<file path="src/rtl/mem_arbiter_rr_if.sv">
// Requester-side and SRAM-side signal bundle for mem_arbiter_rr.
// req_lock exists only when MEM_ARB_LOCK_EN is defined.
interface mem_arbiter_rr_if #(
  parameter int NUM_REQ    = 4,
  parameter int ADDR_WIDTH = 32,
  parameter int DATA_WIDTH = 32
);
  logic [NUM_REQ-1:0]            req_valid;
  logic [NUM_REQ-1:0]            req_ready;
  logic [NUM_REQ-1:0]            req_we;
  logic [NUM_REQ*ADDR_WIDTH-1:0] req_addr;
  logic [NUM_REQ*DATA_WIDTH-1:0] req_wdata;
`ifdef MEM_ARB_LOCK_EN
  logic [NUM_REQ-1:0]            req_lock;
`endif
  logic [NUM_REQ-1:0]            rsp_valid;
  logic [DATA_WIDTH-1:0]         rsp_rdata;
  logic                          mem_ce;
  logic                          mem_we;
  logic [ADDR_WIDTH-1:0]         mem_addr;
  logic [DATA_WIDTH-1:0]         mem_wdata;
  logic [DATA_WIDTH-1:0]         mem_rdata;

  // Arbiter side
  modport slave (
`ifdef MEM_ARB_LOCK_EN
    input  req_lock,
`endif
    input  req_valid, req_we, req_addr, req_wdata, mem_rdata,
    output req_ready, rsp_valid, rsp_rdata, mem_ce, mem_we, mem_addr, mem_wdata
  );

  // Requester + SRAM environment side
  modport master (
`ifdef MEM_ARB_LOCK_EN
    output req_lock,
`endif
    output req_valid, req_we, req_addr, req_wdata, mem_rdata,
    input  req_ready, rsp_valid, rsp_rdata, mem_ce, mem_we, mem_addr, mem_wdata
  );
endinterface

</file>
<file path="src/rtl/mem_arbiter_rr.sv">
// Round-robin N-port arbiter onto a fixed-latency SRAM; SRAM command registered 1 cycle after accept, read
// response MEM_RD_LATENCY+2 cycles after accept; req_ready is the only backpressure. Grant lock under MEM_ARB_LOCK_EN.
module mem_arbiter_rr #(
  parameter int NUM_REQ        = 4,
  parameter int ADDR_WIDTH     = 32,
  parameter int DATA_WIDTH     = 32,
  parameter int MEM_RD_LATENCY = 1,
  parameter int LOCK_MAX       = 16
) (
  input logic             clk,
  input logic             rst_n,
  mem_arbiter_rr_if.slave bus
);

  localparam int ID_W = $clog2(NUM_REQ);
  localparam int LAT  = MEM_RD_LATENCY;

  if (NUM_REQ < 2 || NUM_REQ > 16 || MEM_RD_LATENCY < 1 || MEM_RD_LATENCY > 4 || LOCK_MAX < 1)
  begin : g_bad_param
    $error("mem_arbiter_rr: parameter out of range");
  end

  function automatic logic [ID_W-1:0] next_id(input logic [ID_W-1:0] id);
    return (id == ID_W'(NUM_REQ - 1)) ? '0 : id + ID_W'(1);
  endfunction

  logic [ID_W-1:0]       ptr;
  logic [ID_W-1:0]       start;
  logic [ID_W:0]         cand;
  logic                  srch_vld;
  logic [ID_W-1:0]       srch_id;
  logic                  sel_vld;
  logic [ID_W-1:0]       sel_id;
  logic                  adv_ptr;
  logic [NUM_REQ-1:0]    grant;
  logic                  sel_we;
  logic [ADDR_WIDTH-1:0] sel_addr;
  logic [DATA_WIDTH-1:0] sel_wdata;
  logic [ID_W-1:0]       mem_id;
  logic [LAT-1:0]        tag_vld;
  logic [ID_W-1:0]       tag_id [LAT];
  logic [NUM_REQ-1:0]    rsp_hot;

  // Rotating priority search: first valid port at or after start, wrapping at NUM_REQ.
  always_comb begin
    srch_vld = 1'b0;
    srch_id  = '0;
    cand     = '0;
    for (int k = 0; k < NUM_REQ; k++) begin
      cand = {1'b0, start} + (ID_W+1)'(k);
      if (cand >= (ID_W+1)'(NUM_REQ)) begin
        cand = cand - (ID_W+1)'(NUM_REQ);
      end
      if (!srch_vld && bus.req_valid[cand[ID_W-1:0]]) begin
        srch_vld = 1'b1;
        srch_id  = cand[ID_W-1:0];
      end
    end
  end

`ifdef MEM_ARB_LOCK_EN
  localparam int CNT_W = $clog2(LOCK_MAX + 1);

  logic [ID_W-1:0]  last_id;
  logic             last_vld;
  logic             last_live;
  logic             lock_hit;
  logic             hold;
  logic [CNT_W-1:0] lock_cnt;

  // The previous winner keeps the grant while it stays valid and locked, until LOCK_MAX
  // consecutive locked grants; then one arbitration starts just past it.
  assign last_live = last_vld && bus.req_valid[last_id] && bus.req_lock[last_id];
  assign lock_hit  = (lock_cnt == CNT_W'(LOCK_MAX));
  assign hold      = last_live && !lock_hit;
  assign start     = (last_live && lock_hit) ? next_id(last_id) : ptr;
  assign sel_vld   = hold || srch_vld;
  assign sel_id    = hold ? last_id : srch_id;
  assign adv_ptr   = srch_vld && !hold;

  always_ff @(posedge clk or negedge rst_n) begin
    if (!rst_n) begin
      last_id  <= '0;
      last_vld <= 1'b0;
      lock_cnt <= '0;
    end else if (sel_vld) begin
      last_id  <= sel_id;
      last_vld <= 1'b1;
      if ((last_live && lock_hit) || !bus.req_lock[sel_id]) begin
        lock_cnt <= '0;
      end else if (last_vld && sel_id == last_id) begin
        if (!lock_hit) begin
          lock_cnt <= lock_cnt + CNT_W'(1);
        end
      end else begin
        lock_cnt <= CNT_W'(1);
      end
    end else if (last_vld && !bus.req_valid[last_id]) begin
      lock_cnt <= '0;
    end
  end
`else
  assign start   = ptr;
  assign sel_vld = srch_vld;
  assign sel_id  = srch_id;
  assign adv_ptr = srch_vld;
`endif

  always_comb begin
    grant     = '0;
    sel_we    = 1'b0;
    sel_addr  = '0;
    sel_wdata = '0;
    for (int i = 0; i < NUM_REQ; i++) begin
      if (sel_vld && sel_id == ID_W'(i)) begin
        grant[i]  = 1'b1;
        sel_we    = bus.req_we[i];
        sel_addr  = bus.req_addr[i*ADDR_WIDTH +: ADDR_WIDTH];
        sel_wdata = bus.req_wdata[i*DATA_WIDTH +: DATA_WIDTH];
      end
    end
  end

  assign bus.req_ready = grant;

  always_ff @(posedge clk or negedge rst_n) begin
    if (!rst_n) begin
      ptr <= '0;
    end else if (adv_ptr) begin
      ptr <= next_id(sel_id);
    end
  end

  always_ff @(posedge clk or negedge rst_n) begin
    if (!rst_n) begin
      bus.mem_ce    <= 1'b0;
      bus.mem_we    <= 1'b0;
      bus.mem_addr  <= '0;
      bus.mem_wdata <= '0;
      mem_id        <= '0;
    end else begin
      bus.mem_ce <= sel_vld;
      bus.mem_we <= sel_vld && sel_we;
      if (sel_vld) begin
        bus.mem_addr  <= sel_addr;
        bus.mem_wdata <= sel_wdata;
        mem_id        <= sel_id;
      end
    end
  end

  // Port id of each outstanding read rides alongside the SRAM pipeline.
  always_ff @(posedge clk or negedge rst_n) begin
    if (!rst_n) begin
      tag_vld <= '0;
      for (int s = 0; s < LAT; s++) begin
        tag_id[s] <= '0;
      end
    end else begin
      tag_vld[0] <= bus.mem_ce && !bus.mem_we;
      tag_id[0]  <= mem_id;
      for (int s = 1; s < LAT; s++) begin
        tag_vld[s] <= tag_vld[s-1];
        tag_id[s]  <= tag_id[s-1];
      end
    end
  end

  always_comb begin
    rsp_hot = '0;
    for (int i = 0; i < NUM_REQ; i++) begin
      if (tag_vld[LAT-1] && tag_id[LAT-1] == ID_W'(i)) begin
        rsp_hot[i] = 1'b1;
      end
    end
  end

  always_ff @(posedge clk or negedge rst_n) begin
    if (!rst_n) begin
      bus.rsp_valid <= '0;
      bus.rsp_rdata <= '0;
    end else begin
      bus.rsp_valid <= rsp_hot;
      if (tag_vld[LAT-1]) begin
        bus.rsp_rdata <= bus.mem_rdata;
      end
    end
  end

endmodule

</file>
<file path="src/flat_wrapper.sv">
// flat-port wrapper written by rule: the top's interface ports become plain ports
module mem_arbiter_rr_flat 
#(
  parameter int NUM_REQ        = 4,
  parameter int ADDR_WIDTH     = 32,
  parameter int DATA_WIDTH     = 32,
  parameter int MEM_RD_LATENCY = 1,
  parameter int LOCK_MAX       = 16
)
  (clk, rst_n, bus_req_valid, bus_req_we, bus_req_addr, bus_req_wdata, bus_mem_rdata, bus_req_ready, bus_rsp_valid, bus_rsp_rdata, bus_mem_ce, bus_mem_we, bus_mem_addr, bus_mem_wdata);
  mem_arbiter_rr_if #(.NUM_REQ(NUM_REQ), .ADDR_WIDTH(ADDR_WIDTH), .DATA_WIDTH(DATA_WIDTH)) bus_i ();
  input logic clk;
  input logic rst_n;
  input wire logic [$bits(bus_i.req_valid)-1:0] bus_req_valid;
  input wire logic [$bits(bus_i.req_we)-1:0] bus_req_we;
  input wire logic [$bits(bus_i.req_addr)-1:0] bus_req_addr;
  input wire logic [$bits(bus_i.req_wdata)-1:0] bus_req_wdata;
  input wire logic [$bits(bus_i.mem_rdata)-1:0] bus_mem_rdata;
  output wire logic [$bits(bus_i.req_ready)-1:0] bus_req_ready;
  output wire logic [$bits(bus_i.rsp_valid)-1:0] bus_rsp_valid;
  output wire logic [$bits(bus_i.rsp_rdata)-1:0] bus_rsp_rdata;
  output wire logic [$bits(bus_i.mem_ce)-1:0] bus_mem_ce;
  output wire logic [$bits(bus_i.mem_we)-1:0] bus_mem_we;
  output wire logic [$bits(bus_i.mem_addr)-1:0] bus_mem_addr;
  output wire logic [$bits(bus_i.mem_wdata)-1:0] bus_mem_wdata;
  assign bus_i.req_valid = bus_req_valid;
  assign bus_i.req_we = bus_req_we;
  assign bus_i.req_addr = bus_req_addr;
  assign bus_i.req_wdata = bus_req_wdata;
  assign bus_i.mem_rdata = bus_mem_rdata;
  assign bus_req_ready = bus_i.req_ready;
  assign bus_rsp_valid = bus_i.rsp_valid;
  assign bus_rsp_rdata = bus_i.rsp_rdata;
  assign bus_mem_ce = bus_i.mem_ce;
  assign bus_mem_we = bus_i.mem_we;
  assign bus_mem_addr = bus_i.mem_addr;
  assign bus_mem_wdata = bus_i.mem_wdata;
  mem_arbiter_rr #(.NUM_REQ(NUM_REQ), .ADDR_WIDTH(ADDR_WIDTH), .DATA_WIDTH(DATA_WIDTH), .MEM_RD_LATENCY(MEM_RD_LATENCY), .LOCK_MAX(LOCK_MAX)) u_core (.clk(clk), .rst_n(rst_n), .bus(bus_i));
endmodule
</file>
<file path="config.mk">
export PLATFORM = sky130hd
export DESIGN_NAME = mem_arbiter_rr_flat
export DESIGN_NICKNAME = d
export VERILOG_FILES = /design/src/rtl/mem_arbiter_rr_if.sv /design/src/rtl/mem_arbiter_rr.sv /design/src/flat_wrapper.sv
export SDC_FILE = /design/constraint.sdc
export NUM_CORES = 1
export LEC_CHECK = 0
export CORE_AREA = 4 4 156 158
export CTS_CLUSTER_SIZE = 8
export DETAILED_ROUTE_END_ITERATION = 6
export DIE_AREA = 0 0 160 162
export GPL_ROUTABILITY_DRIVEN = 1
export HOLD_SLACK_MARGIN = 0.1
export PLACE_DENSITY = 0.71
export SLEW_MARGIN = 0
export SYNTH_ARGS = -nofsm -noshare
export SYNTH_HDL_FRONTEND = slang
export SYNTH_SLANG_ARGS = --single-unit
</file>
<file path="constraint.sdc">
create_clock -name clk -period 3.04 [get_ports clk]
set_input_delay 0.608 -clock clk [delete_from_list [all_inputs] [get_ports clk]]
set_output_delay 0.608 -clock clk [all_outputs]
set_load 0.05 [all_outputs]
</file>
==> reports/qor_table.md, run 1 <==
| Metric | Reported |
|:---|:---|
| Die width | 160 um |
| Kind of end point of the critical path | output pin |
| Count of warnings emitted by yosys | 0 |
| Avg Cell Area, Syn | 8.879 sq um |
| CTS buffer count | 9 |
| Highest clock frequency the design can meet | 0.3396 GHz |
| Kind of critical path | in2out |
| HP Class | reg2reg |
| Total Die Area | 25920 sq um |
| Global-route wire length before repair | 39440 um |
| Total length of routed wires | 26160 um |
| Grt total ovfl | 0 |
| Run status | complete, no violations |
| Pwr/cell area | 959.6 nW/um^2 |
| Maximum buffer depth of the clock tree | 2 |
| Launching element of the worst setup path | bus_req_valid[3] |
| Met2 layer wire length in the routed design | 12810 um |
| Switching power | 5.221 mW |
| CP max FO | 3 |
| Sort of element at the start of the critical path | input pin |
| Net Count, Synth | 1005 |
| Total negative slack for setup checks | 0 ps |
| Share of the yosys chip area belonging to registers | 43.70% |
| Met3 WL post-DR | 2213 um |
| Placeable core region | 23120 sq um |
| Adder-cell share of the synthesized area | 0.8018% |
| Area Growth Syn to Fin | 79.80% |
| Top Ports | 404 |
| Max H-tree Level | 3 |
| Combinational share of power | 65.2% |
| Via count of the first global-routing pass | 7047 |
| TritonCTS sink count | 109 |
| Starting Density | 27.00% |
| Gate count after technology mapping | 703 |
| Number of nets in the final layout | 1392 |
| Simple-gate area share of the yosys netlist | 14.35% |
| Maximum Capacitance Violations | 0 |
| Pins over their slew limit | 0 |
| CTS tree | yes |
| CTS Root Cell | sky130_fd_sc_hd__clkbuf_16 |
| Tightest Pin Transition | 611.2 ps |
| Post-layout util | 48.54% |
| Post-route clock period utilization | 96.87% |
| Final instance count without filler cells | 1385 |
| Leak | 4.586 nW |
| Final Hold Fails | 0 |
| Reg power frac | 23.0% |
| Placed cells | 1368 |
| Reg2Reg Launch Point | u_core.ptr[1]$_DFFE_PN0P_ |
| Sum of net half-perimeters after detailed placement | 19810 um |
| Total setup violations reported at the end of the flow | 0 |
| Height of the chip | 162 um |
| Pin count of the biggest net entering global routing | 69 |
| Worst VDD drop | 0.3968 mV |
| DRC errors left | 0 |
| Number of detailed-route iterations in the first pass | 5 |
| Multiplexer share of the synthesized area | 5.933% |
| Fraction of the mapped netlist area in compound gates | 26.54% |
| Count of different cell masters after synthesis | 29 |
| Synth Register Bits | 109 |
| Share of post-route cells with drive strength above 1 | 9.680% |
| Highest metal layer with signal wires | met4 |
| Data required time at the worst endpoint | 2430 ps |
| Weighted congestion at the end of routability-driven global placement | 0.8240 |
| Antenna violations before repair | 0 |
| Detail Route Antenna Nets | 0 |
| Wire length on met1 | 10230 um |
| Worst Hold Launch | u_core.mem_id[1]$_DFFE_PN0P_ |
| Part of the total power dissipated in the clock network | 11.8% |
| Largest family of logic cells by synthesized area | compound AO/OA/AOI/OAI gates |
| Cell type with the largest total area after synthesis | sky130_fd_sc_hd__dfrtp_1 |
| Xor and xnor area share after synthesis | 0% |
| DR vias | 7005 |
| Buffers added on ports | 403 |
| Worst clock skew on the final layout | 19.94 ps |
| Skew-Pair Late Insertion Delay | 370 ps |
| Cell area after synthesis | 6242 sq um |
| Avg WL per Cell | 18.89 um |
| Switching fraction of total power | 48.48% |
| Time the worst path needs with I/O delays and setup | 2945 ps |
| Antenna Diode Count | 0 |
| Slew HR | 59.13% |
| Proportion of netlist area held by the largest area contributor | 43.70% |
| Std cell rows | 56 |
| Total routing resource utilization after global routing | 19.19% |
| Setup repair after global routing missed its margin | yes |
| CP arrival | 2340 ps |
| Detailed router's first-iteration violation count | 471 |
| Power Internal | 5.549 mW |
| Dominant cells by area after synthesis | sky130_fd_sc_hd__dfrtp_1, sky130_fd_sc_hd__a21oi_1, sky130_fd_sc_hd__a221o_1 |
| Routed vias/inst | 5.058 |
| CTS clock-pin slew for the worst setup and hold paths | 90 ps |
[final cells by class]
class	instances	area (sq um)
Inverter	66	247.7
Multi-Input combinational cell	459	3044
Tap cell	290	362.8
Timing Repair Buffer	445	4527
Clock buffer	9	225.2
Sequential cell	109	2728
Fill cell	2173	11900
Clock inverter	7	88.84
[worst max-delay path, cell delays in order]
cell and delay, ps:
sky130_fd_sc_hd__clkdlybuf4s50_1 490, sky130_fd_sc_hd__mux2i_1 70, sky130_fd_sc_hd__and2_1 200, sky130_fd_sc_hd__or3_4 430, sky130_fd_sc_hd__ha_4 200, sky130_fd_sc_hd__and2_1 170
sky130_fd_sc_hd__buf_12 160
[per-layer routing]
layer  GRT usage [%]  vias up
met4           7.587        0
met1           22.49     3303
met3           5.379       60
li1                -     3282
met5               0        -
met2           33.35      360
[Yosys cell counts]
cell and instances:
sky130_fd_sc_hd__a21oi_1 195, sky130_fd_sc_hd__dfrtp_1 109, sky130_fd_sc_hd__nor2_1 69, sky130_fd_sc_hd__a221o_1 65
sky130_fd_sc_hd__inv_1 65, sky130_fd_sc_hd__nand3b_1 65, sky130_fd_sc_hd__clkbuf_1 46, sky130_fd_sc_hd__mux2_2 32
sky130_fd_sc_hd__buf_2 19, sky130_fd_sc_hd__nand2_1 8, sky130_fd_sc_hd__and2_1 5, sky130_fd_sc_hd__ha_1 4
sky130_fd_sc_hd__buf_4 3, sky130_fd_sc_hd__nand2b_1 2, sky130_fd_sc_hd__nor3b_1 2, sky130_fd_sc_hd__a211oi_1 1
sky130_fd_sc_hd__and3_1 1, sky130_fd_sc_hd__and3b_1 1, sky130_fd_sc_hd__buf_1 1, sky130_fd_sc_hd__inv_2 1
sky130_fd_sc_hd__mux2i_1 1, sky130_fd_sc_hd__nor2b_1 1, sky130_fd_sc_hd__nor3_1 1, sky130_fd_sc_hd__nor4_4 1
sky130_fd_sc_hd__o21ai_0 1, sky130_fd_sc_hd__o31ai_1 1, sky130_fd_sc_hd__o32a_1 1, sky130_fd_sc_hd__or2_2 1
sky130_fd_sc_hd__or3_1 1
[logic make-up after synthesis]
group           count (synthesis)
flops                         109
compound gates                264
mux                            33
fa+ha+maj                       4
simple gates                  158
buf+inv                       135
[power by group through the flow]
stage | Sequential, mW | Clock (mW) | Combinational, mW
after floorplan | 4.62 | 0 | 2.18
after global placement | 2.48 | 0 | 6.96
after detailed placement | 2.50 | 0 | 7.03
after CTS | 2.48 | 1.32 | 7.05
after global routing | 2.56 | 1.37 | 7.40
final | 2.48 | 1.27 | 7.02
[state kept, by name, indices dropped and copies added (netlist names)]
name / count
u_core.bus.rsp_rdata: 32
u_core.tag_id: 2
u_core.mem_id: 2
u_core.bus.mem_we: 1
u_core.bus.rsp_valid: 4
u_core.bus.mem_ce: 1
u_core.bus.mem_wdata: 32
u_core.tag_vld: 1
u_core.bus.mem_addr: 32
u_core.ptr: 2
[final timing paths]
check,cells after the start,endpoint,slack [ps]
worst max-delay path,7,bus_req_ready[0],100
worst min register to register,0,u_core.tag_id[1]$_DFF_PN0_,380
max in group asynchronous,3,u_core.bus.mem_addr[22]$_DFFE_PN0P_,1640
min in group asynchronous,2,u_core.bus.mem_addr[8]$_DFFE_PN0P_,610
worst max register to register,9,u_core.bus.mem_addr[25]$_DFFE_PN0P_,620
worst min-delay path,0,u_core.tag_id[1]$_DFF_PN0_,380
[through the flow]
stage	setup slack (ps)	hold WS, ps	total power [mW]	instance area, sq um
after detailed placement	-26.54	366.5	9.533	10870
after global routing	-16.13	389.3	11.33	11220
after CTS	28.18	387.6	10.85	11200
after global placement	-11.21	376.1	9.445	10870
after floorplan	25.72	312.4	6.801	6242
final	95.28	377.5	10.77	11220
[cell usage in the layout, fill, tap and decap left out, types with 2 or more instances in the layout]
master                            count
sky130_fd_sc_hd__inv_1               65
sky130_fd_sc_hd__nand3b_1            65
sky130_fd_sc_hd__clkbuf_16            9
sky130_fd_sc_hd__a21oi_1            194
sky130_fd_sc_hd__clkdlybuf4s50_1    398
sky130_fd_sc_hd__inv_8                2
sky130_fd_sc_hd__nand2b_1             2
sky130_fd_sc_hd__mux2_2              32
sky130_fd_sc_hd__nand2_1              8
sky130_fd_sc_hd__buf_12              15
sky130_fd_sc_hd__nor3b_1              2
sky130_fd_sc_hd__and2_1               5
sky130_fd_sc_hd__dfrtp_1            109
sky130_fd_sc_hd__inv_6                2
sky130_fd_sc_hd__nor2_1              68
sky130_fd_sc_hd__ha_4                 4
sky130_fd_sc_hd__inv_12               2
sky130_fd_sc_hd__buf_4               31
sky130_fd_sc_hd__a221o_1             65
[what timing repair did]
action,CTS,global route
endpoints found under the hold margin,7,0
hold buffers,1,0
setup endpoints to repair,1,4
gates resized for setup,1,5
setup buffers,0,0
Note: power is estimated with default switching activity, not from simulation.
==> run 2, diff against run 1 <==
--- a/config.mk
+++ b/config.mk
@@ -11,7 +11,7 @@
 export DIE_AREA = 0 0 160 162
 export GPL_ROUTABILITY_DRIVEN = 1
 export HOLD_SLACK_MARGIN = 0.1
-export PLACE_DENSITY = 0.71
+export PLACE_DENSITY = 0.7
 export SLEW_MARGIN = 0
 export SYNTH_ARGS = -nofsm -noshare
 export SYNTH_HDL_FRONTEND = slang
==> run 2 against run 1 <==
Net effect:
- wire length up 0.68%
- die area unchanged
- critical path depth is the same
- hold slack got worse by 130 ps
- clock power hardly changed
- highest routed layer is now met5
- flip-flop and latch count did not move
- register-to-register slack worse by 20 ps
- first-iteration DRC count decreased by 10%
- cell count fell by 1.5%
- largest cell class unchanged
- combinational power is 3% lower
- global-route usage increased by 0.19 points
==> reports/qor_table.md, run 2 (synthesis results as in run 1) <==
| Metric | Reported |
|:---|:---|
| CP max stage delay | 500 ps |
| Leading cell type in the layout, fill and taps excluded | sky130_fd_sc_hd__clkdlybuf4s50_1 |
| Kind of cell with the highest combined delay on the critical path | simple AND/OR/NAND/NOR gates |
| Top Ports | 404 |
| CP Buf/Inv Count | 2 |
| Leading cell types in the layout, fill and taps excluded | sky130_fd_sc_hd__clkdlybuf4s50_1, sky130_fd_sc_hd__a21oi_1, sky130_fd_sc_hd__dfrtp_1 |
| Slew HR | 44.60% |
| Maximum buffer depth of the clock tree | 2 |
| Total routing resource utilization after global routing | 19.38% |
| CTS buffer count | 9 |
| Regs by FF count | u_core.bus.mem_addr: 32 flops, u_core.bus.mem_wdata: 32 flops, u_core.bus.rsp_rdata: 32 flops |
| Total Die Area | 25920 sq um |
| Tightest Pin Transition | 831.0 ps |
| Weighted congestion at the end of routability-driven global placement | 0.8086 |
| GRT met1 Usage | 22.79% |
| Most numerous cell on the critical path | sky130_fd_sc_hd__and2_1 |
| Antenna Diode Count | 0 |
| Worst VDD drop | 0.5675 mV |
| Worst clock skew on the final layout | 12.39 ps |
| HP Class | in2async |
| Met3 Use GR | 5.608% |
| Detailed router's first-iteration violation count | 424 |
| Routed vias/inst | 5.018 |
| Antenna violations before repair | 1 |
| Reg2reg path depth | 8 |
| Via count of the first global-routing pass | 7157 |
| Height of the chip | 162 um |
| Instance area after placement | 10730 sq um |
| Detail Route Antenna Nets | 0 |
| Post-layout util | 47.89% |
| Final Hold Fails | 0 |
| CTS clock-pin slew for the worst setup and hold paths | 90 ps |
| Std cell rows | 56 |
| Leak | 4.485 nW |
| Number of hold-repair buffers added at the cts stage | 0 |
| Number of nets in the final layout | 1371 |
| CTS tree | yes |
| GR peak layer | met2 |
| CP arrival | 2360 ps |
| Number of stages on the worst setup path | 7 |
| Area Growth Syn to Fin | 77.41% |
| Sum of net half-perimeters after detailed placement | 19120 um |
| Placed cells | 1348 |
| Total length of routed wires | 26340 um |
| Highest clock frequency the design can meet | 0.3367 GHz |
| Share of post-route cells with drive strength above 1 | 7.914% |
| Post-route clock period utilization | 97.70% |
| Footprint of the flip-flops and latches | 2728 sq um |
| Setup repair after global routing missed its margin | no |
| Sort of element at the start of the critical path | input pin |
| Crit path max-delay cell type | sky130_fd_sc_hd__clkdlybuf4s50_1 |
| Worst hold margin | 243.3 ps |
| Time the worst path needs with I/O delays and setup | 2970 ps |
| Placeable core region | 23120 sq um |
| Skew-Pair Late Insertion Delay | 360 ps |
| TritonCTS sink count | 109 |
| Run status | complete, no violations |
| Maximum Capacitance Violations | 0 |
| Pins over their slew limit | 0 |
| CTS Root Cell | sky130_fd_sc_hd__clkbuf_16 |
| Kind of critical path | in2out |
| Design area | 11070 sq um |
| Kind of end point of the critical path | output pin |
| Buffers added on ports | 403 |
| Met2 global-route usage | 34.20% |
| Total setup violations reported at the end of the flow | 0 |
| DR vias | 6845 |
| Number of buffers added for setup after CTS | 0 |
| Starting Density | 27.00% |
| Final instance count without filler cells | 1364 |
| Avg WL per Cell | 19.31 um |
| Pin count of the biggest net entering global routing | 79 |
| CP cell instances | clkdlybuf4s50_1, mux2i_1, and2_1, or3_4, ha_2, and2_1, buf_12 |
| DRC errors left | 0 |
| Data required time at the worst endpoint | 2430 ps |
| Number of detailed-route iterations in the first pass | 4 |
| CP max FO | 4 |
| Pwr/cell area | 960.3 nW/um^2 |
| Combined area of the multi-input logic cells | 3038 sq um |
| Max H-tree Level | 3 |
| Die width | 160 um |
| Global-route wire length before repair | 40050 um |
| Grt total ovfl | 0 |
| Fillers | 2207 |
==> run 2: routing by layer <==
layer / vias up / wire, um
li1: 3237 / -
met1: 3266 / 10400
met2: 307 / 13160
met4: 2 / 552
met3: 33 / 2209
met5: - / 13
==> run 2: where the power goes <==
group / internal, mW / leakage, nW / total (mW) / switching (mW)
logic: 2.74 / 3.02 / 6.83 / 4.10
registers: 2.10 / 1.31 / 2.52 / 0.417
clock network: 0.607 / 0.154 / 1.28 / 0.675
==> run 2: area by class of cell <==
type | instances | share of cell area (%)
Multi-Input combinational cell | 459 | 27.43
Timing Repair Buffer | 424 | 39.54
Inverter | 66 | 2.237
Tap cell | 290 | 3.276
Clock buffer | 9 | 2.034
Sequential cell | 109 | 24.63
Clock inverter | 7 | 0.8474
==> run 2: final timing paths <==
kind,slack [ps],end,from
max reg2reg,600,u_core.bus.mem_wdata[21]$_DFFE_PN0P_,u_core.ptr[1]$_DFFE_PN0P_
min reg2reg,380,u_core.tag_id[0]$_DFF_PN0_,u_core.mem_id[0]$_DFFE_PN0P_
max in group asynchronous,1940,u_core.bus.rsp_rdata[8]$_DFFE_PN0P_,rst_n
max,70,bus_req_ready[0],bus_req_valid[3]
min,240,u_core.bus.mem_wdata[6]$_DFFE_PN0P_,rst_n
min in group clk,380,u_core.tag_id[0]$_DFF_PN0_,u_core.mem_id[0]$_DFFE_PN0P_
==> run 2: timing repair <==
item	in CTS	in global routing
endpoints found under the setup margin	3	4
hold endpoints to repair	0	0
pin swaps	0	1
resized for setup	1	4
==> run 2: stage by stage <==
step           TNS, ps  setup WS, ps  power (mW)
2_1_floorplan        0         25.72       6.801
3_3_place_gp         0         10.93       9.313
3_5_place_dp     -1051        -79.66       9.402
4_1_cts              0         21.12       10.73
5_1_grt              0         11.91       11.19
6_report             0         69.80       10.64
==> run 3, diff against run 2 <==
--- a/config.mk
+++ b/config.mk
@@ -9,7 +9,7 @@
 export CTS_CLUSTER_SIZE = 8
 export DETAILED_ROUTE_END_ITERATION = 6
 export DIE_AREA = 0 0 160 162
-export GPL_ROUTABILITY_DRIVEN = 1
+export GPL_ROUTABILITY_DRIVEN = 0
 export HOLD_SLACK_MARGIN = 0.1
 export PLACE_DENSITY = 0.7
 export SLEW_MARGIN = 0
==> results of run 3 <==
Final layout, timing and power as in run 2 (identical DEF).
==> variant (config.mk and constraints of run 1) <==
`MEM_RD_LATENCY` is set to 1 in 2 places; all go to 2.
--- a/src/rtl/mem_arbiter_rr.sv
+++ b/src/rtl/mem_arbiter_rr.sv
@@ -4,7 +4,7 @@
   parameter int NUM_REQ        = 4,
   parameter int ADDR_WIDTH     = 32,
   parameter int DATA_WIDTH     = 32,
-  parameter int MEM_RD_LATENCY = 1,
+  parameter int MEM_RD_LATENCY = 2,
   parameter int LOCK_MAX       = 16
 ) (
   input logic             clk,
--- a/src/flat_wrapper.sv
+++ b/src/flat_wrapper.sv
@@ -4,7 +4,7 @@
   parameter int NUM_REQ        = 4,
   parameter int ADDR_WIDTH     = 32,
   parameter int DATA_WIDTH     = 32,
-  parameter int MEM_RD_LATENCY = 1,
+  parameter int MEM_RD_LATENCY = 2,
   parameter int LOCK_MAX       = 16
 )
   (clk, rst_n, bus_req_valid, bus_req_we, bus_req_addr, bus_req_wdata, bus_mem_rdata, bus_req_ready, bus_rsp_valid, bus_rsp_rdata, bus_mem_ce, bus_mem_we, bus_mem_addr, bus_mem_wdata);
Check against the original RTL: not equivalent (a bounded check fails within 4 cycles, from zero or initial values and one cycle with rst_n low).
==> variant against run 1 <==
  * Sequential power up 3%
  * Utilization about the same
  * Worst setup slack worse by 0.019 ns
  * Register-to-register slack worse by 0.04 ns
  * Non-clock buffer count down 3
  * Total power down 0.20%
  * Area after synthesis up 1.2%
  * Critical endpoint unchanged
  * Design area about the same
  * Sequential share of layout area up 0.66 points
  * Global-route usage about the same
  * Routed wire length up 0.27%
  * Sequential cell count up 3
==> variant: results (changes against run 1) <==
- Mean Syn Cell Area: 8.95 um2 (+0.77%)
- Synth area leaders: dfrtp_1 (44%), a21oi_1 (15%), a221o_1 (10%), nand3b_1 (7.7%), mux2_2 (5.7%)
- Vias in the first global route: 6929 (-1.7%)
- Grt met1 use: 22.3% (-0.21 points)
- Worst-Skew Late Latency: 0.35 ns (-0.02 ns)
- Slowest cell on the critical path: clkdlybuf4s50_1
- Met2 GRT Util: 33.5% (+0.13 points)
- Fillers: 2180 (+0.32%)
- Layout Cells excl Fill: 1386 (+0.072%)
- HPWL after DPL: 19.9 mm (+0.32%)
- Worst hold path class: in2async
- Detailed Route WL: 26.2 mm (+0.27%)
- Syn nets: 1008 (+0.30%)
- Sequential share of the synthesized area: 44.4% (+0.67 points)
- Top cells by count, synth: a21oi_1 (195), dfrtp_1 (112), nor2_1 (69)
- Distinct cells, synth: 28 (-3.4%)
- M3 GR Usage: 5.99% (+0.61 points)
- Data arrival, critical path: 2.36 ns (+0.02 ns)
- Maximum vdd drop: 409 uV (+3.2%)
- Slew of the pin with the lowest slew margin: 0.641 ns (+0.0301 ns)
- Vias: 6990 (-0.21%)
- Status: finished, final reports clean
- First-pass GRT wire length: 39.4 mm (unchanged)
- Layout cells sized above 1: 9.32% (-0.37 points)
- Drt pass-1 iters: 5 (unchanged)
- Initial antenna violation count: 1 (+1)
- 1st-iter DRT viols: 456 (-3.2%)
- Sinks on Clock Net: 112 (+2.8%)
- Placer Congestion: 0.909 (+10%)
- Largest net degree at the start of global routing: 73 (+5.8%)
- Layout Skew: 0.0154 ns (-0.00459 ns)
- Crit path max fanout: 4 (+1)
- Leak Pwr: 4.60 nW (+0.19%)
- Slowest stage delay, CP: 0.50 ns
- Total Routing Usage GR: 19.1% (-0.037 points)
- Clock root buffer: clkbuf_16
## variant: report_power, final
group          switching [mW]  internal, mW
combinational            4.16          2.81
clock                   0.641         0.593
sequential              0.387          2.16
## variant: timing repair
item | 4_1_cts | 5_1_grt
gates resized for setup | 1 | 2
cloned | 0 | 0
pin swaps | 0 | 1
endpoints found under the hold margin | 0 | 0
setup endpoints to repair | 2 | 4
setup buffers | 0 | 2
## variant: stage by stage
step / util [%] / worst slack, ns / cell area, um2
2_1_floorplan: - / 0.0185 / 6320
3_3_place_gp: 47.1 / -0.00975 / 10900
3_5_place_dp: 47.1 / -0.0359 / 10900
4_1_cts: 48.5 / -0.00159 / 11200
5_1_grt: 48.6 / -0.0145 / 11200
6_report: 48.6 / 0.0758 / 11200
## variant: cell families after synthesis
logic type | after synthesis | share of synthesized area (%)
mux | 33 | 5.86
flops | 112 | 44.4
simple gates | 158 | 14.2
buf+inv | 135 | 8.58
compound gates | 264 | 26.2
fa+ha+maj | 4 | 0.792
## variant: critical path: cells and delay by family
kind / cells / cell delay, ns
buf+inv: 2 / 0.65
fa+ha+maj: 1 / 0.23
mux: 1 / 0.08
simple gates: 3 / 0.78
## variant: worst paths after layout
kind | start | to | slack (ns) | cells after the start
min in group clk | u_core.tag_id[2] | u_core.tag_id[0] | 0.35 | 0
max in group asynchronous | rst_n | u_core.bus.mem_addr[16] | 1.94 | 2
hold / removal | rst_n | u_core.bus.mem_wdata[16] | 0.24 | 1
setup / recovery | bus_req_valid[3] | bus_req_ready[0] | 0.08 | 7
hold reg to reg | u_core.tag_id[2] | u_core.tag_id[0] | 0.35 | 0
setup reg to reg | u_core.ptr[1] | u_core.bus.mem_wdata[4] | 0.58 | 9
## variant: layer usage
layer | wire [um] | share of wire (%)
met1 | 10400 | 40
met2 | 12900 | 49
met3 | 2200 | 8.4
met4 | 741 | 2.8
met5 | 0 | 0
## variant: cell type report
type	count	area (um2)	area share, %
Multi-Input combinational cell	459	3030	26.9
Inverter	66	248	2.21
Sequential cell	112	2800	25.0
Clock buffer	9	225	2.01
Antenna cell	1	2.50	0.0223
Clock inverter	7	86.3	0.769
Timing Repair Buffer	442	4480	39.9
Tap cell	290	363	3.23
